File: config.mk
export PLATFORM = sky130hd
export DESIGN_NAME = tinyvga_rx_monitor_flat
export DESIGN_NICKNAME = d
export VERILOG_FILES = /design/src/rtl/tinyvga_rx_monitor_if.sv /design/src/rtl/tinyvga_rx_monitor.sv /design/src/flat_wrapper.sv
export SDC_FILE = /design/constraint.sdc
export NUM_CORES = 1
export LEC_CHECK = 0
export ABC_CLOCK_PERIOD_IN_PS = 3550
export CAP_MARGIN = 0
export CORE_MARGIN = 1.5
export CORE_UTILIZATION = 35
export CTS_BUF_LIST = sky130_fd_sc_hd__clkbuf_8
export CTS_CLUSTER_DIAMETER = 30
export DETAILED_ROUTE_END_ITERATION = 6
export PLACE_DENSITY = 0.54
export SLEW_MARGIN = 20
export SYNTH_ARGS = -nofsm -noshare
export SYNTH_HDL_FRONTEND = slang
export SYNTH_SLANG_ARGS = --single-unit
export TNS_END_PERCENT = 100
File: constraint.sdc
create_clock -name clk -period 3.55 [get_ports clk]
set_clock_uncertainty 0.05 [all_clocks]
set_input_delay 0.71 -clock clk [delete_from_list [all_inputs] [get_ports clk]]
set_output_delay 0.71 -clock clk [all_outputs]
set_load 0.1 [all_outputs]
File: src/rtl/tinyvga_rx_monitor_if.sv
// Bundle for the TinyVGA receive monitor: the sampled PMOD byte in, decoded pixels and
// per-frame statistics out. master drives the PMOD byte; slave is the monitor.
interface tinyvga_rx_monitor_if;
  logic [7:0]  pmod_in;
  logic        pix_valid;
  logic [9:0]  pix_x;
  logic [9:0]  pix_y;
  logic [5:0]  rgb;
  logic        locked;
  logic        frame_done;
  logic [18:0] lit_count;
  logic        sync_err;
  logic [15:0] frame_crc;

  modport master (
    output pmod_in,
    input  pix_valid, pix_x, pix_y, rgb, locked, frame_done, lit_count, sync_err, frame_crc
  );

  modport slave (
    input  pmod_in,
    output pix_valid, pix_x, pix_y, rgb, locked, frame_done, lit_count, sync_err, frame_crc
  );
endinterface

File: src/rtl/tinyvga_rx_monitor.sv
// Recovers hsync/vsync timing from the TinyVGA PMOD byte, locks to the frame and reports
// pixels plus per-frame lit count. Define TINYVGA_RX_CRC_EN to add a per-frame CRC-16.
module tinyvga_rx_monitor #(
  parameter int unsigned H_BACK   = 48,
  parameter int unsigned H_ACTIVE = 640,
  parameter int unsigned H_TOTAL  = 800,
  parameter int unsigned V_BACK   = 33,
  parameter int unsigned V_ACTIVE = 480,
  parameter int unsigned V_TOTAL  = 525
) (
  input logic                 clk,
  input logic                 rst_n,
  tinyvga_rx_monitor_if.slave bus
);

  localparam logic [9:0] HFirst = 10'(H_BACK);
  localparam logic [9:0] HLast  = 10'(H_BACK + H_ACTIVE - 1);
  localparam logic [9:0] VFirst = 10'(V_BACK);
  localparam logic [9:0] VLast  = 10'(V_BACK + V_ACTIVE - 1);
  localparam logic [9:0] HTot   = 10'(H_TOTAL);
  localparam logic [9:0] VTot   = 10'(V_TOTAL);

  typedef enum logic [1:0] {StSearch, StTrack, StLocked} state_e;

  state_e      state_q, state_d;
  logic [7:0]  pmod_q;
  logic        hs_prev_q, vs_prev_q;
  logic [9:0]  hcnt_q, hcnt_d, vcnt_q, vcnt_d;
  logic        first_h_q, first_h_d;
  logic [18:0] acc_q, acc_d, lit_q, lit_d;
  logic        pix_valid_q, pix_valid_d;
  logic [9:0]  pix_x_q, pix_x_d, pix_y_q, pix_y_d;
  logic [5:0]  rgb_q, rgb_d;
  logic        frame_done_q, sync_err_q;

  logic        h_rise, v_rise, active, err, frame_evt;
  logic [9:0]  hcnt_inc, vcnt_inc, line_cnt;
  logic [5:0]  rgb_cur;

  assign h_rise   = pmod_q[7] & ~hs_prev_q;
  assign v_rise   = pmod_q[3] & ~vs_prev_q;
  assign rgb_cur  = {pmod_q[0], pmod_q[4], pmod_q[1], pmod_q[5], pmod_q[2], pmod_q[6]};
  assign hcnt_inc = hcnt_q + 10'd1;
  assign vcnt_inc = vcnt_q + 10'd1;
  // A coincident hsync edge still closes the last line of the frame being measured.
  assign line_cnt = h_rise ? vcnt_inc : vcnt_q;

  // hcnt_d/vcnt_d are the counts belonging to the byte currently in pmod_q.
  always_comb begin
    hcnt_d = h_rise ? 10'd0 : hcnt_inc;
    vcnt_d = vcnt_q;
    if (v_rise) begin
      vcnt_d = 10'd0;
    end else if (h_rise) begin
      vcnt_d = vcnt_inc;
    end
  end

  assign active = (hcnt_d >= HFirst) && (hcnt_d <= HLast) &&
                  (vcnt_d >= VFirst) && (vcnt_d <= VLast);

  always_comb begin
    err = 1'b0;
    if (state_q != StSearch) begin
      if (!first_h_q && h_rise && (hcnt_inc != HTot))  err = 1'b1;
      if (!first_h_q && !h_rise && (hcnt_inc == HTot)) err = 1'b1;
      if (v_rise && (line_cnt != VTot))                err = 1'b1;
      if (!v_rise && h_rise && (vcnt_inc == VTot))     err = 1'b1;
    end
  end

  always_comb begin
    state_d   = state_q;
    frame_evt = 1'b0;
    case (state_q)
      StSearch: begin
        if (v_rise) state_d = StTrack;
      end
      StTrack, StLocked: begin
        if (err) begin
          state_d = StSearch;
        end else if (v_rise) begin
          state_d   = StLocked;
          frame_evt = 1'b1;
        end
      end
      default: state_d = StSearch;
    endcase
  end

  // The line in progress when TRACK is entered has unknown length, so skip its check.
  always_comb begin
    first_h_d = first_h_q;
    if (state_q == StSearch && v_rise) begin
      first_h_d = 1'b1;
    end else if (h_rise) begin
      first_h_d = 1'b0;
    end
  end

  always_comb begin
    acc_d = acc_q;
    lit_d = lit_q;
    if (err || v_rise) begin
      acc_d = '0;
    end else if (active && (rgb_cur != 6'd0)) begin
      acc_d = acc_q + 19'd1;
    end
    if (frame_evt) lit_d = acc_q;
  end

  always_comb begin
    pix_valid_d = active && (state_q == StLocked) && !err;
    pix_x_d     = pix_valid_d ? (hcnt_d - HFirst) : 10'd0;
    pix_y_d     = pix_valid_d ? (vcnt_d - VFirst) : 10'd0;
    rgb_d       = pix_valid_d ? rgb_cur : 6'd0;
  end

  // Sync bits reset to their idle (deasserted) level so release does not fake an edge.
  always_ff @(posedge clk or negedge rst_n) begin
    if (!rst_n) begin
      pmod_q       <= 8'h88;
      hs_prev_q    <= 1'b1;
      vs_prev_q    <= 1'b1;
      state_q      <= StSearch;
      hcnt_q       <= '0;
      vcnt_q       <= '0;
      first_h_q    <= 1'b0;
      acc_q        <= '0;
      lit_q        <= '0;
      pix_valid_q  <= 1'b0;
      pix_x_q      <= '0;
      pix_y_q      <= '0;
      rgb_q        <= '0;
      frame_done_q <= 1'b0;
      sync_err_q   <= 1'b0;
    end else begin
      pmod_q       <= bus.pmod_in;
      hs_prev_q    <= pmod_q[7];
      vs_prev_q    <= pmod_q[3];
      state_q      <= state_d;
      hcnt_q       <= hcnt_d;
      vcnt_q       <= vcnt_d;
      first_h_q    <= first_h_d;
      acc_q        <= acc_d;
      lit_q        <= lit_d;
      pix_valid_q  <= pix_valid_d;
      pix_x_q      <= pix_x_d;
      pix_y_q      <= pix_y_d;
      rgb_q        <= rgb_d;
      frame_done_q <= frame_evt;
      sync_err_q   <= err;
    end
  end

`ifdef TINYVGA_RX_CRC_EN
  logic [15:0] crc_q, crc_d, fcrc_q, fcrc_d;

  // CRC-16-CCITT, six bits per pixel, MSB first.
  function automatic logic [15:0] crc_step6(input logic [15:0] crc, input logic [5:0] d);
    logic [15:0] c;
    c = crc;
    for (int i = 5; i >= 0; i--) begin
      if (c[15] ^ d[i]) begin
        c = {c[14:0], 1'b0} ^ 16'h1021;
      end else begin
        c = {c[14:0], 1'b0};
      end
    end
    return c;
  endfunction

  always_comb begin
    crc_d  = crc_q;
    fcrc_d = fcrc_q;
    if (err || v_rise) begin
      crc_d = 16'hFFFF;
    end else if (active) begin
      crc_d = crc_step6(crc_q, rgb_cur);
    end
    if (frame_evt) fcrc_d = crc_q;
  end

  always_ff @(posedge clk or negedge rst_n) begin
    if (!rst_n) begin
      crc_q  <= 16'hFFFF;
      fcrc_q <= '0;
    end else begin
      crc_q  <= crc_d;
      fcrc_q <= fcrc_d;
    end
  end

  assign bus.frame_crc = fcrc_q;
`else
  assign bus.frame_crc = 16'h0000;
`endif

  assign bus.pix_valid  = pix_valid_q;
  assign bus.pix_x      = pix_x_q;
  assign bus.pix_y      = pix_y_q;
  assign bus.rgb        = rgb_q;
  assign bus.locked     = (state_q == StLocked);
  assign bus.frame_done = frame_done_q;
  assign bus.lit_count  = lit_q;
  assign bus.sync_err   = sync_err_q;

endmodule
File: src/flat_wrapper.sv
// flat-port wrapper written by rule: the top's interface ports become plain ports
module tinyvga_rx_monitor_flat 
#(
  parameter int unsigned H_BACK   = 48,
  parameter int unsigned H_ACTIVE = 640,
  parameter int unsigned H_TOTAL  = 800,
  parameter int unsigned V_BACK   = 33,
  parameter int unsigned V_ACTIVE = 480,
  parameter int unsigned V_TOTAL  = 525
)
  (clk, rst_n, bus_pmod_in, bus_pix_valid, bus_pix_x, bus_pix_y, bus_rgb, bus_locked, bus_frame_done, bus_lit_count, bus_sync_err, bus_frame_crc);
  tinyvga_rx_monitor_if bus_i ();
  input logic clk;
  input logic rst_n;
  input wire logic [$bits(bus_i.pmod_in)-1:0] bus_pmod_in;
  output wire logic [$bits(bus_i.pix_valid)-1:0] bus_pix_valid;
  output wire logic [$bits(bus_i.pix_x)-1:0] bus_pix_x;
  output wire logic [$bits(bus_i.pix_y)-1:0] bus_pix_y;
  output wire logic [$bits(bus_i.rgb)-1:0] bus_rgb;
  output wire logic [$bits(bus_i.locked)-1:0] bus_locked;
  output wire logic [$bits(bus_i.frame_done)-1:0] bus_frame_done;
  output wire logic [$bits(bus_i.lit_count)-1:0] bus_lit_count;
  output wire logic [$bits(bus_i.sync_err)-1:0] bus_sync_err;
  output wire logic [$bits(bus_i.frame_crc)-1:0] bus_frame_crc;
  assign bus_i.pmod_in = bus_pmod_in;
  assign bus_pix_valid = bus_i.pix_valid;
  assign bus_pix_x = bus_i.pix_x;
  assign bus_pix_y = bus_i.pix_y;
  assign bus_rgb = bus_i.rgb;
  assign bus_locked = bus_i.locked;
  assign bus_frame_done = bus_i.frame_done;
  assign bus_lit_count = bus_i.lit_count;
  assign bus_sync_err = bus_i.sync_err;
  assign bus_frame_crc = bus_i.frame_crc;
  tinyvga_rx_monitor #(.H_BACK(H_BACK), .H_ACTIVE(H_ACTIVE), .H_TOTAL(H_TOTAL), .V_BACK(V_BACK), .V_ACTIVE(V_ACTIVE), .V_TOTAL(V_TOTAL)) u_core (.clk(clk), .rst_n(rst_n), .bus(bus_i));
endmodule
==> results of run 1 <==
power by group through the flow:
stage	Sequential [W]	Combinational, W	Clock, W
floorplan	0.00128	0.000367	0
CTS	0.00124	0.000516	0.000689
global route	0.00125	0.000588	0.000738
global placement	0.00126	0.000510	0
detailed placement	0.00126	0.000514	0
finish	0.00124	0.000539	0.000655
cells in the mapped netlist, types with 4 or more instances:
| cell type | instances | area, um^2 |
|---|---|---|
| nand2b_1 | 4 | 25.0 |
| ha_1 | 14 | 175 |
| nor2_1 | 51 | 191 |
| buf_6 | 4 | 45.0 |
| nand2_1 | 34 | 128 |
| nor3_1 | 13 | 65.1 |
| dfrtp_1 | 96 | 2400 |
| and3_1 | 6 | 37.5 |
| clkbuf_1 | 12 | 45.0 |
| or3_1 | 8 | 50.1 |
| o211ai_1 | 4 | 30.0 |
| a21oi_1 | 28 | 140 |
| buf_4 | 17 | 128 |
| inv_1 | 29 | 109 |
| mux2_2 | 20 | 225 |
| or4_1 | 16 | 120 |
| dfstp_2 | 4 | 105 |
| xnor2_1 | 15 | 131 |
| nand4_1 | 10 | 62.6 |
| buf_2 | 9 | 45.0 |
| mux2i_1 | 6 | 60.1 |
| o31ai_1 | 17 | 128 |
| nand3_1 | 22 | 110 |
| o21ai_0 | 12 | 60.1 |
| xor2_1 | 9 | 78.8 |
worst max-delay path by stage:
stage / from / end / slack (ps) / depth (start not counted)
floorplan: u_core.pmod_q[7]$_DFF_PN1_ / u_core.acc_q[7]$_DFFE_PN0P_ / 230 / 14
global placement: u_core.hcnt_q[4]$_DFF_PN0_ / u_core.acc_q[12]$_DFFE_PN0P_ / 110 / 12
detailed placement: u_core.hcnt_q[1]$_DFF_PN0_ / u_core.acc_q[14]$_DFFE_PN0P_ / 40 / 13
CTS: u_core.hcnt_q[1]$_DFF_PN0_ / u_core.acc_q[14]$_DFFE_PN0P_ / 0.4 / 13
global route: u_core.hcnt_q[1]$_DFF_PN0_ / u_core.acc_q[14]$_DFFE_PN0P_ / -8 / 13
finish: u_core.hcnt_q[1]$_DFF_PN0_ / u_core.acc_q[14]$_DFFE_PN0P_ / 170 / 13
sequential cells by signal, indices dropped and copies added (netlist names):
register / count
u_core.acc_q: 19
u_core.bus.lit_count: 19
u_core.bus.pix_x: 10
u_core.bus.pix_y: 10
u_core.hcnt_q: 10
u_core.vcnt_q: 10
u_core.pmod_q: 8
u_core.bus.rgb: 6
u_core.state_q: 2
u_core.bus.frame_done: 1
u_core.bus.pix_valid: 1
u_core.bus.sync_err: 1
u_core.first_h_q: 1
u_core.hs_prev_q: 1
u_core.vs_prev_q: 1
final cells by class:
cell class | instances | share of cell area
clock buffers | 10 | 0.0221
clock inverters | 5 | 0.00483
inverters | 29 | 0.0175
multi-input cells | 362 | 0.388
flip-flops and latches | 100 | 0.404
well taps | 184 | 0.0370
repair buffers | 87 | 0.126
worst reg2reg max path: stages, from the launching register on:
cell and delay (ps):
dfrtp_2 440, ha_2 220, and3_2 260, xnor2_2 140, nor2_2 170, ha_2 250, nor3_1 50, o21a_1 120
a311oi_2 230, or2_4 180, mux2_2 190, nand4_1 260, or4_1 570, a21oi_1 160
cells by family (layout without fill, tap and decap cells):
logic type	after synthesis	in the layout	synth area share
other	1	16	0.000722
adders and majority gates	14	14	0.0337
buffers and inverters	74	131	0.0740
and+or+nand+nor	191	191	0.197
xor gates and xnor gates	24	24	0.0405
muxes	26	26	0.0549
DFF	100	100	0.483
AOI/OAI and AO/OA	91	91	0.117
per-stage QoR:
stage,setup slack (ps),setup TNS [ps],std cells,total power (W),util
after floorplan,233,0,536,0.00165,-
after global placement,115,0,756,0.00177,0.409
after detailed placement,35.7,0,756,0.00177,0.409
after CTS,0.389,0,771,0.00244,0.421
after global routing,-7.72,-7.72,777,0.00257,0.428
final,173,0,777,0.00243,0.428
what timing repair did:
item                                    in CTS  in global routing
resized for setup                            0                 14
buffers inserted                             0                  6
endpoints found under the setup margin       0                 43
routing by layer:
layer | routed length (um) | vias up
met3 | 574 | 19
met2 | 5100 | 129
met5 | 0 | -
met4 | 261 | 0
li1 | - | 1935
met1 | 5640 | 1959
==> results.md, run 1 <==
- Share of the yosys chip area belonging to registers: 0.483
- Setup violators final: 0
- Post-synthesis cell type count: 66
- 1st-iter DRT viols: 416
- Pre-antenna DRT Iters: 5
- Critical path's slowest cell: or4_1
- Final hold vios: 0
- Sequential fraction of design power: 0.509
- Initial antenna violation count: 0
- # hold bufs at CTS: 0
- FF+latch count, synth: 100
- Critical Path Most Common Cell: ha_2
- Area after DPL: 5950 um^2
- DIE WIDTH: 125 um
- Relative slew slack: 0.337
- Pins Over Slew Limit: 0
- Combinational share of power: 0.221
- Worst Hold Class: primary input to asynchronous set/reset pin
- I/O Buffers: 58
- Boundary Pins: 75
- Reg2reg start: u_core.hcnt_q[1]$_DFF_PN0_
- Clk pwr share: 0.269
- Area of the core: 14500 um^2
- DRC Markers: 0
- Register Area: 2510 um^2
- Clock sink count: 100
- Via count: 4042
- Skew-Pair Late Insertion Delay: 380 ps
- Sw Ratio: 0.335
- Most frequent cells in the layout: 93 x dfrtp_1, 49 x nor2_1, 47 x clkdlybuf4s50_1
- Pin count of the biggest net entering global routing: 55
- GRT overflow: 0
- Via density per instance: 5.20
- Initial Utilization: 0.357
- Htree depth: 3
- Ys Warns: 0
- Post-route ant nets: 0
- Total track usage: 0.155
- Pwr/cell area: 392 nW/um^2
- Critical Path Start Type: flip-flop
- R2r worst-path depth: 13
- Design Area, Final: 6210 um^2
- Critical-path cell list: ha_2, and3_2, xnor2_2, nor2_2, ha_2, nor3_1, o21a_1, a311oi_2, or2_4, mux2_2, nand4_1, or4_1, a21oi_1
- GRT busiest layer: met2
- Int Pwr: 0.00162 W
- CP Buf/Inv Count: 0
- Synth Flop Type: dfrtp_1
- Die Area: 15600 um^2
- DIE HEIGHT: 125 um
- Syn Std Cell Area: 5190 um^2
- Total of fill cells in the finished design: 1443
- CP peak stage delay: 560 ps
- # rows: 44
- CP endpoint kind: flip-flop
- Slew @ Worst Pin: 991 ps
- Crit path max fanout: 8
- M1 GR Usage: 0.221
- WL per Instance: 14.9 um
- Multi-input gate area: 2410 um^2
- Max Cap Viol: 0
- TritonCTS Buffers: 9
- Fmax: 296 MHz
- CTS tree: yes
- Post-synth EDFFs: 0
- Tmin final: 3380 ps
- Status: finished, final reports clean
- VDD IR-drop max: 0.281 mV
- Commonest non-fill, non-tap cell in the layout: dfrtp_1
- Clk slew on worst S/H paths: 100 ps
- Diode count: 0
- First-pass GRT wire length: 19.5 mm
- CTS max path bufs: 2
- Final hold slack: 281 ps
- Gate Count Post-Synth: 521
- Routability cong.: 0.850
- CP Class: flip-flop to flip-flop
- Tcrit/Tclk final: 0.951
- Share of layout cells above drive strength 1: 0.174
- Number of global-route vias before repair: 3863
- RR Endpoint: u_core.acc_q[14]$_DFFE_PN0P_
- WL final: 11.6 mm
- Grt met3 use: 0.0292
- Async SR Flop Fraction: 1.00
- NetSw: 0.000815 W
- Met2 usage: 0.229
- Synthesis-to-finish area growth: 19.7%
- Worst EP required: 3810 ps
- WP data arrival: 3640 ps
- Delay-heaviest family, CP: simple AND/OR/NAND/NOR gates
- HPWL after DPL: 8.18 mm
- Mean Syn Cell Area: 9.97 um^2
- R2r setup slk: 170 ps
- Root Driver: clkbuf_8
- LEAKAGE: 2.77 nW
- Total Nets Final: 613
No activity file was read; power rests on OpenSTA's default activity.
==> run 2: changes to the inputs <==
--- a/config.mk
+++ b/config.mk
@@ -12,8 +12,7 @@
 export CTS_BUF_LIST = sky130_fd_sc_hd__clkbuf_8
 export CTS_CLUSTER_DIAMETER = 30
 export DETAILED_ROUTE_END_ITERATION = 6
-export PLACE_DENSITY = 0.54
-export SLEW_MARGIN = 20
+export SLEW_MARGIN = 0
 export SYNTH_ARGS = -nofsm -noshare
 export SYNTH_HDL_FRONTEND = slang
 export SYNTH_SLANG_ARGS = --single-unit
==> run 2 against run 1 <==
Count of clock-buffer cells in the layout grew 1. Die area is the same. Utilization grew 0.31 points. Final cell count grew 0.13%. Maximum frequency shrank 0.71%. Clock power up 20%. First-iteration DRC count down 9.9%. Sequential power is essentially flat. Highest routed layer unchanged. Global-route usage is 0.24 points higher.
==> results.md, run 2 (synthesized netlist as in run 1, its figures left out) <==
- Register Area: 2510 um^2 (about the same)
- Via count: 4033 (was 4042)
- Crit path max fanout: 17 (was 8)
- Final hold vios: 0 (unchanged)
- DIE HEIGHT: 125 um (unchanged)
- Tcrit/Tclk final: 0.958 (was 0.951)
- Via density per instance: 5.18 (was 5.20)
- Final hold slack: 251 ps (was 281 ps)
- # rows: 44 (unchanged)
- Total track usage: 0.158 (was 0.155)
- Routability cong.: 0.882 (was 0.850)
- Most frequent cells in the layout: 91 x dfrtp_1, 50 x nor2_1, 46 x clkdlybuf4s50_1 (was 93 x dfrtp_1, 49 x nor2_1, 47 x clkdlybuf4s50_1)
- Levels on crit path: 14 (was 13)
- WL final: 11.9 mm (was 11.6 mm)
- First-pass GRT wire length: 19.9 mm (was 19.5 mm)
- Share of layout cells above drive strength 1: 0.178 (was 0.174)
- DIE WIDTH: 125 um (unchanged)
- Total of fill cells in the finished design: 1400 (was 1443)
- Worst EP required: 3790 ps (was 3810 ps)
- Total Nets Final: 613 (unchanged)
- Status: finished, final reports clean (unchanged)
- Boundary Pins: 75 (unchanged)
- Pre-antenna DRT Iters: 4 (was 5)
- HPWL after DPL: 8.36 mm (was 8.18 mm)
- Multi-input gate area: 2410 um^2 (about the same)
- Pins Over Slew Limit: 0 (unchanged)
- Slew @ Worst Pin: 993 ps (was 991 ps)
- CP peak stage delay: 460 ps (was 560 ps)
- Setup TNS: 0 ps (unchanged)
- Non-Filler Instances: 778 (was 777)
- Commonest non-fill, non-tap cell in the layout: dfrtp_1 (unchanged)
- 1st-iter DRT viols: 375 (was 416)
- CP Class: flip-flop to flip-flop (unchanged)
- Synthesis-to-finish area growth: 20.5% (was 19.7%)
- Relative slew slack: 0.336 (was 0.337)
- CP Buf/Inv Count: 1 (was 0)
- Tmin final: 3400 ps (was 3380 ps)
- Root Driver: clkbuf_8 (unchanged)
- Initial antenna violation count: 0 (unchanged)
- CP endpoint kind: flip-flop (unchanged)
- Die Area: 15600 um^2 (unchanged)
- CTS max path bufs: 2 (unchanged)
- Placed Cells: 756 (unchanged)
- TritonCTS Buffers: 9 (unchanged)
- WP data arrival: 3650 ps (was 3640 ps)
- Area of the core: 14500 um^2 (unchanged)
- I/O Buffers: 58 (unchanged)
- GRT overflow: 0 (unchanged)
- Fmax: 294 MHz (was 296 MHz)
- Clk slew on worst S/H paths: 90 ps (was 100 ps)
- CTS tree: yes (unchanged)
- VDD IR-drop max: 0.245 mV (was 0.281 mV)
- Delay-heaviest family, CP: simple AND/OR/NAND/NOR gates (unchanged)
- Initial Utilization: 0.357 (unchanged)
- WL per Instance: 15.2 um (was 14.9 um)
- Number of global-route vias before repair: 3965 (was 3863)
- Critical-path cell list: ha_2, and3_2, xnor2_1, nor2_2, ha_2, nor3_1, o21a_1, a311oi_2, or2_4, mux2_2, o21ai_4, or3b_4, buf_4, nor3_1 (was ha_2, and3_2, xnor2_2, nor2_2, ha_2, nor3_1, o21a_1, a311oi_2, or2_4, mux2_2, nand4_1, or4_1, a21oi_1)
- Clock sink count: 100 (unchanged)
- Critical Path Start Type: flip-flop (unchanged)
- Skew-Pair Late Insertion Delay: 400 ps (was 380 ps)
- Setup violators final: 0 (unchanged)
- LEAKAGE: 2.79 nW (was 2.77 nW)
- Htree depth: 3 (unchanged)
- Area after DPL: 5940 um^2 (was 5950 um^2)
- Critical path's slowest cell: dfrtp_2 (was or4_1)
- R2r worst-path depth: 14 (was 13)
- Pwr/cell area: 411 nW/um^2 (was 392 nW/um^2)
- Pin count of the biggest net entering global routing: 101 (was 55)
- DRC Markers: 0 (unchanged)
- Post-route ant nets: 0 (unchanged)
- Max Cap Viol: 0 (unchanged)
- Diode count: 0 (unchanged)
- Design Area, Final: 6260 um^2 (was 6210 um^2)
- Worst Hold Class: primary input to asynchronous set/reset pin (unchanged)
- Overall Power: 0.00258 W (was 0.00243 W)
==> run 2: final cells by class <==
type / instances / area share
sequential: 100 / 0.402
multi-input combinational: 362 / 0.385
timing repair buffer: 87 / 0.125
tap: 184 / 0.0368
clock buffer: 11 / 0.0242
inverter: 29 / 0.0174
clock inverter: 5 / 0.0104
==> run 2: power breakdown <==
part           switching [W]  internal, W
clock network       0.000416     0.000373
registers          0.0000582      0.00119
logic               0.000378     0.000161
==> run 2: final timing paths <==
kind	to	slack (ps)	startpoint
min in group clk	u_core.vs_prev_q$_DFF_PN1_	330	u_core.pmod_q[3]$_DFF_PN1_
setup reg to reg	u_core.bus.pix_x[2]$_DFF_PN0_	150	u_core.hcnt_q[0]$_DFF_PN0_
max in group asynchronous	u_core.vcnt_q[6]$_DFF_PN0_	2700	rst_n
setup / recovery	u_core.bus.pix_x[2]$_DFF_PN0_	150	u_core.hcnt_q[0]$_DFF_PN0_
hold reg to reg	u_core.vs_prev_q$_DFF_PN1_	330	u_core.pmod_q[3]$_DFF_PN1_
hold / removal	u_core.bus.pix_y[8]$_DFF_PN0_	250	rst_n
==> run 2: worst register-to-register path, cell delays in order, from the launching register on <==
cell	delay [ps]
dfrtp_2	460
ha_2	250
and3_2	260
xnor2_1	140
nor2_2	180
ha_2	240
nor3_1	50
o21a_1	130
a311oi_2	250
or2_4	180
mux2_2	190
o21ai_4	140
or3b_4	430
buf_4	200
nor3_1	170
==> run 2: routing by layer <==
metal | wire (um) | vias to the layer above | global-route usage
met3 | 507 | 16 | 0.0404
met1 | 5570 | 1981 | 0.214
li1 | - | 1942 | -
met2 | 5580 | 94 | 0.247
met4 | 208 | 0 | 0.0515
met5 | 0 | - | 0
==> run 2: metrics by stage <==
step	util	setup WS, ps
after floorplan	-	233
after global placement	0.409	52.3
after detailed placement	0.409	-135
after CTS	0.425	0.118
after global routing	0.431	-47.9
final	0.431	149
==> run 2: timing repair <==
action / 4_1_cts / 5_1_grt
pin swaps: 0 / 2
endpoints found under the hold margin: 0 / 0
setup buffers: 0 / 6
gates resized for setup: 3 / 13
setup endpoints to repair: 35 / 60
hold buffers: 0 / 0
